$ cat config.mk
export PLATFORM = sky130hd
export DESIGN_NAME = joy_serializer
export DESIGN_NICKNAME = d
export VERILOG_FILES = /design/src/rtl/joy_serializer_pkg.sv /design/src/rtl/joy_serializer_sync2.sv /design/src/rtl/joy_serializer.sv
export SDC_FILE = /design/constraint.sdc
export NUM_CORES = 1
export LEC_CHECK = 0
export CORE_MARGIN = 5
export CORE_UTILIZATION = 45
export DETAILED_ROUTE_END_ITERATION = 7
export PLACE_DENSITY = 0.69
export SLEW_MARGIN = 20
export SYNTH_ARGS = -nofsm -noshare
export SYNTH_HDL_FRONTEND = slang
export SYNTH_SLANG_ARGS = --single-unit
$ cat constraint.sdc
create_clock -name pclk -period 3.1 [get_ports pclk]
set_input_delay 0.31 -clock pclk [delete_from_list [all_inputs] [get_ports pclk]]
set_output_delay 0.31 -clock pclk [all_outputs]
set_load 0.02 [all_outputs]
$ cat src/rtl/joy_serializer_pkg.sv
// Shared constants, slot-to-bit map and state encoding for the joystick serializer.
package joy_pkg;

  localparam int JOY_FRAME_SLOTS = 25;
  localparam int JOY_BITS        = 12;
  localparam int JOY_LAST_SLOT   = JOY_FRAME_SLOTS - 1;

  typedef enum logic [1:0] {
    IDLE  = 2'd0,
    SHIFT = 2'd1,
    HOLD  = 2'd2
  } joy_state_e;

  // Each entry indexes the captured word {joy_b, joy_a}; slot 0 is the fixed 1 and its entry is unused.
  localparam logic [4:0] JOY_SLOT_MAP [JOY_FRAME_SLOTS] = '{
    5'd0,
    5'd8,  5'd6,  5'd5,  5'd4,  5'd3,  5'd2,  5'd1,  5'd0,
    5'd20, 5'd18, 5'd17, 5'd16, 5'd15, 5'd14, 5'd13, 5'd12,
    5'd22, 5'd23, 5'd21, 5'd19,
    5'd10, 5'd11, 5'd9,  5'd7
  };

endpackage

$ cat src/rtl/joy_serializer_sync2.sv
// Two-flop synchronizer with a selectable reset value.
module sync2 #(
  parameter logic RESET_VAL = 1'b0
) (
  input  logic pclk,
  input  logic reset,
  input  logic d,
  output logic q
);

  logic meta;

  always_ff @(posedge pclk) begin
    if (reset) begin
      meta <= RESET_VAL;
      q    <= RESET_VAL;
    end else begin
      meta <= d;
      q    <= meta;
    end
  end

endmodule

$ cat src/rtl/joy_serializer.sv
// Serializes two 12-button player inputs onto a master-clocked load/shift joystick port.
//
// state | meaning
// IDLE  | no frame in progress (reset or watchdog), joy_data held at 1
// SHIFT | presenting slots 0..24; slot 24 stays on the pin until the next shift edge
// HOLD  | frame finished, joy_data held at 1 until the next load
module joy_serializer
  import joy_pkg::*;
#(
  parameter int TIMEOUT = 1024
) (
  input  logic                pclk,
  input  logic                reset,
  input  logic                joy_clk,
  input  logic                joy_load,
  output logic                joy_data,
  input  logic [JOY_BITS-1:0] joy_a,
  input  logic [JOY_BITS-1:0] joy_b,
  output logic                frame_done
);

  localparam int WD_W = $clog2(TIMEOUT + 1);

  logic                  sclk_s;
  logic                  sclk_d;
  logic                  sload_s;
  logic                  sclk_rise;
  joy_state_e            state;
  logic [4:0]            slot;
  logic [4:0]            slot_next;
  logic [2*JOY_BITS-1:0] frame;
  logic                  next_bit;
  logic [WD_W-1:0]       wdog;

  sync2 #(.RESET_VAL(1'b0)) u_sync_clk (
    .pclk  (pclk),
    .reset (reset),
    .d     (joy_clk),
    .q     (sclk_s)
  );

  sync2 #(.RESET_VAL(1'b1)) u_sync_load (
    .pclk  (pclk),
    .reset (reset),
    .d     (joy_load),
    .q     (sload_s)
  );

  assign sclk_rise = sclk_s & ~sclk_d;
  assign slot_next = (slot == 5'(JOY_LAST_SLOT)) ? slot : slot + 5'd1;
  assign next_bit  = frame[JOY_SLOT_MAP[slot_next]];

  always_ff @(posedge pclk) begin
    if (reset) begin
      state      <= IDLE;
      slot       <= 5'd0;
      frame      <= '1;
      joy_data   <= 1'b1;
      frame_done <= 1'b0;
      wdog       <= '0;
      sclk_d     <= 1'b0;
    end else begin
      sclk_d     <= sclk_s;
      frame_done <= 1'b0;
      if (sclk_rise) begin
        wdog <= '0;
        if (!sload_s) begin
          frame    <= {joy_b, joy_a};
          slot     <= 5'd0;
          state    <= SHIFT;
          joy_data <= 1'b1;
        end else begin
          case (state)
            SHIFT: begin
              if (slot != 5'(JOY_LAST_SLOT)) begin
                slot       <= slot_next;
                joy_data   <= next_bit;
                frame_done <= (slot_next == 5'(JOY_LAST_SLOT));
              end else begin
                state    <= HOLD;
                joy_data <= 1'b1;
              end
            end
            default: joy_data <= 1'b1;
          endcase
        end
      end else if (wdog == WD_W'(TIMEOUT)) begin
        // Master went quiet: drop any partial frame so the pin idles high.
        state    <= IDLE;
        joy_data <= 1'b1;
      end else begin
        wdog <= wdog + WD_W'(1);
      end
    end
  end

endmodule

==> impl_results.md <==
- Status: completed
- Critical-path top delay cell: a311o_1
- Clock-pin slew on the worst setup and hold paths: 90 ps
- M1 GR Usage: 0.204
- Met3 usage: 0.0285
- HP Start: u_sync_load.meta$_SDFF_PP1_
- GRT Overall Usage: 0.146
- Clock share of power: 0.385
- Die width: 86.5 um
- Hold Violations, Final: 0
- Layout cells sized above 1: 0.159
- DRC viols: 0
- Detailed-route vias per instance: 5.29
- WP data required: 3330 ps
- Reg2Reg Depth: 13
- Largest net degree at the start of global routing: 32
- Synth Warn #: 0
- Maximum buffer depth of the clock tree: 2
- TritonCTS Buffers: 5
- Slew headroom: 0.537
- RePlAce Congestion: 0.913
- DRT iter0 DRCs: 90
- Async set or reset register ratio after synthesis: 0
- Layout area overhead: 22.2%
- Rows: 27
- Hold EP: u_sync_load.q$_SDFF_PP1_
- Top post-synthesis cells by area: dfxtp_1, a211o_1, nor2b_1, ha_1, mux2i_1
- Dominant synthesized flop cell: dfxtp_1
- Total chip power: 0.00118 W
- Peak supply drop: 0.266 mV
- Startpoint types: flop
- Period utilization: 0.958
- Yosys top cell area share: 0.372
- Core footprint: 5610 um^2
- Cell Area, Synth: 2630 um^2
- Syn Nets: 318
- I/O pin cnt: 30
- Final HPWL DP: 3920 um
- P per Cell Area: 366 nW/um^2
- Final std cells w/o fill: 392
- R2r startpoint: slot[0]$_SDFFE_PP0P_
- Maxcap violations: 0
- Worst-skew pair later-pin latency: 300 ps
- Synth Area in XOR/XNOR: 0.0556
- Synth Register Bits: 49
- Synthesized area per cell: 9.44 um^2
- Leakage power: 1.22 nW
- Setup WS post-layout: 129 ps
- Slew Viols, Final: 0
- Initial core utilization: 0.470
- First-pass GRT wire length: 8920 um
- CTS sink cnt: 49
- Post-synth EDFFs: 0
- Most numerous cell in the Yosys netlist: dfxtp_1
- Setup violators final: 0
- Crit path DAT: 3200 ps
- Mapped Cells: 279
- Worst-margin pin slew: 693 ps
- Synth cell count leaders: dfxtp_1, nor2_1, nor2b_1
- Antenna Nets Post-Route: 0
- Setup Total Neg Slack: 0 ps
- Top Usage Layer GRT: met2
- Dpl ws: 72.2 ps
- Largest family of logic cells by synthesized area: simple AND/OR/NAND/NOR gates
- Switching share of power: 0.214
- Total Nets Final: 359
- Die Span Y: 86.5 um
- Worst min path class: reg2reg
- Combinational Power Share: 0.066
- Simple-gate share of the synthesized area: 0.230
- Worst reg2reg endpoint: joy_data$_SDFFE_PP1P_
- CP Class: reg2reg
- First-pass detailed-route iteration total: 4
- Psw: 0.000251 W
- Total wire length: 5370 um
- Netlist cell types: 51
- Filler instances: 528
- Diodes inserted: 0
- CTS tree: built
- Reg2reg setup slack: 130 ps
- CP peak stage delay: 350 ps
- Part of the power in registers: 0.549
- H-tree levels: 2
- Worst clock skew: 8.98 ps
- Fin Hold WS: 427 ps
- Sequential share of the synthesized area: 0.372
- Placed cell count: 382
- Max FO, Critical Path: 5
- Post-synthesis mux area share: 0.0622
- Achievable frequency: 337 MHz
- CTS Root Cell: clkbuf_8
- Cell Int Power: 0.000925 W
- Post-Synth Adder-Cell Area: 0.0523
- Antenna violations before repair: 0
- Synth Area in Compound Gates: 0.176
- DR vias: 2072
- Hold Path Stages: 1
- Yosys top cell by area: dfxtp_1
- WL/cell: 13.7 um
- Number of global-route vias before repair: 1963
- Die footprint: 7480 um^2
- Critical path, cell by cell: inv_1 > ha_1 > and4b_2 > xnor2_2 > inv_1 > ha_1 > a311o_1 > a32oi_4 > mux2i_1 > a221oi_2 > a211oi_1 > o31a_1 > nor3_2
- Global route total overflow: 0
- GR Layer Usage met2: 0.229
- I/O Buffers: 29
- CTS Hold Bufs: 0
- Crit end category: flop
- Min Tclk post-route: 2970 ps
-- power by group through the flow --
stage | Clock, W | Combinational [W] | Sequential [W]
finish | 0.000453 | 0.0000773 | 0.000646
floorplan | 0 | 0.0000334 | 0.000659
detailed placement | 0 | 0.0000780 | 0.000661
global placement | 0 | 0.0000764 | 0.000661
global route | 0.000493 | 0.0000846 | 0.000648
CTS | 0.000470 | 0.0000784 | 0.000646
-- cells in the final DEF, fill, tap and decap left out, drive strengths merged, types with 5 or more instances in the layout --
cell type / count
xor2: 8
nand3: 13
a21oi: 5
clkbuf: 5
ha: 11
buf: 21
nand2b: 5
a211o: 25
dfxtp: 49
inv: 10
nor2: 35
clkdlybuf4s50: 29
xnor2: 7
mux2i: 13
nand4: 5
nor2b: 27
nand2: 11
-- per-layer routing --
metal / part of all wire / vias to the layer above
li1: - / 1065
met1: 0.50 / 976
met2: 0.46 / 26
met3: 0.029 / 5
met4: 0.011 / 0
met5: 0 / -
-- flip-flops by register name, indices dropped and copies added, names as in the netlist --
name	flops
slot	5
state	2
frame	24
sclk_d	1
frame_done	1
u_sync_clk.meta	1
joy_data	1
u_sync_load.meta	1
u_sync_load.q	1
u_sync_clk.q	1
wdog	11
-- worst max-delay path by stage --
stage,to,start,cells past startpoint,slack (ps)
6_report,joy_data$_SDFFE_PP1P_,slot[0]$_SDFFE_PP0P_,13,130
5_1_grt,joy_data$_SDFFE_PP1P_,slot[0]$_SDFFE_PP0P_,14,-30
4_1_cts,joy_data$_SDFFE_PP1P_,slot[1]$_SDFFE_PP0P_,16,30
3_5_place_dp,joy_data$_SDFFE_PP1P_,slot[1]$_SDFFE_PP0P_,16,70
3_3_place_gp,joy_data$_SDFFE_PP1P_,slot[0]$_SDFFE_PP0P_,16,200
2_1_floorplan,joy_data$_SDFFE_PP1P_,slot[0]$_SDFFE_PP0P_,17,60
-- what timing repair did --
item | CTS | global route
resized for setup | 0 | 5
endpoints found under the hold margin | 0 | 0
setup buffers | 0 | 3
endpoints found under the setup margin | 0 | 1
-- critical path: cells and delay by family (launching register included) --
family                   cells  cell delay (ps)
flip-flops                   1              330
adder cells (fa/ha/maj)      2              410
XOR/XNOR                     1              140
AND/OR/NAND/NOR              2              390
multiplexers                 1              150
AO/OA/AOI/OAI                5             1340
buffers and inverters        2              130
-- stage by stage --
step	utilization	area (um^2)
6_report	0.574	3220
5_1_grt	0.574	3220
4_1_cts	0.566	3170
3_5_place_dp	0.546	3060
3_3_place_gp	0.546	3060
2_1_floorplan	-	2640
-- logic make-up after synthesis --
logic type | Yosys count
AND/OR/NAND/NOR | 111
AO/OA/AOI/OAI | 52
flip-flops | 49
buffers and inverters | 25
multiplexers | 16
XOR/XNOR | 15
adder cells (fa/ha/maj) | 11
-- cell type report --
type	instances	area (um^2)	share of cell area
clock buffer	5	68.8	0.0214
multi-input combinational	205	1550	0.482
tap	72	90.1	0.0280
inverter	9	33.8	0.0105
timing repair buffer	50	452	0.140
sequential	49	983	0.305
clock inverter	2	38.8	0.0120
No activity file was read; power rests on OpenSTA's default activity.
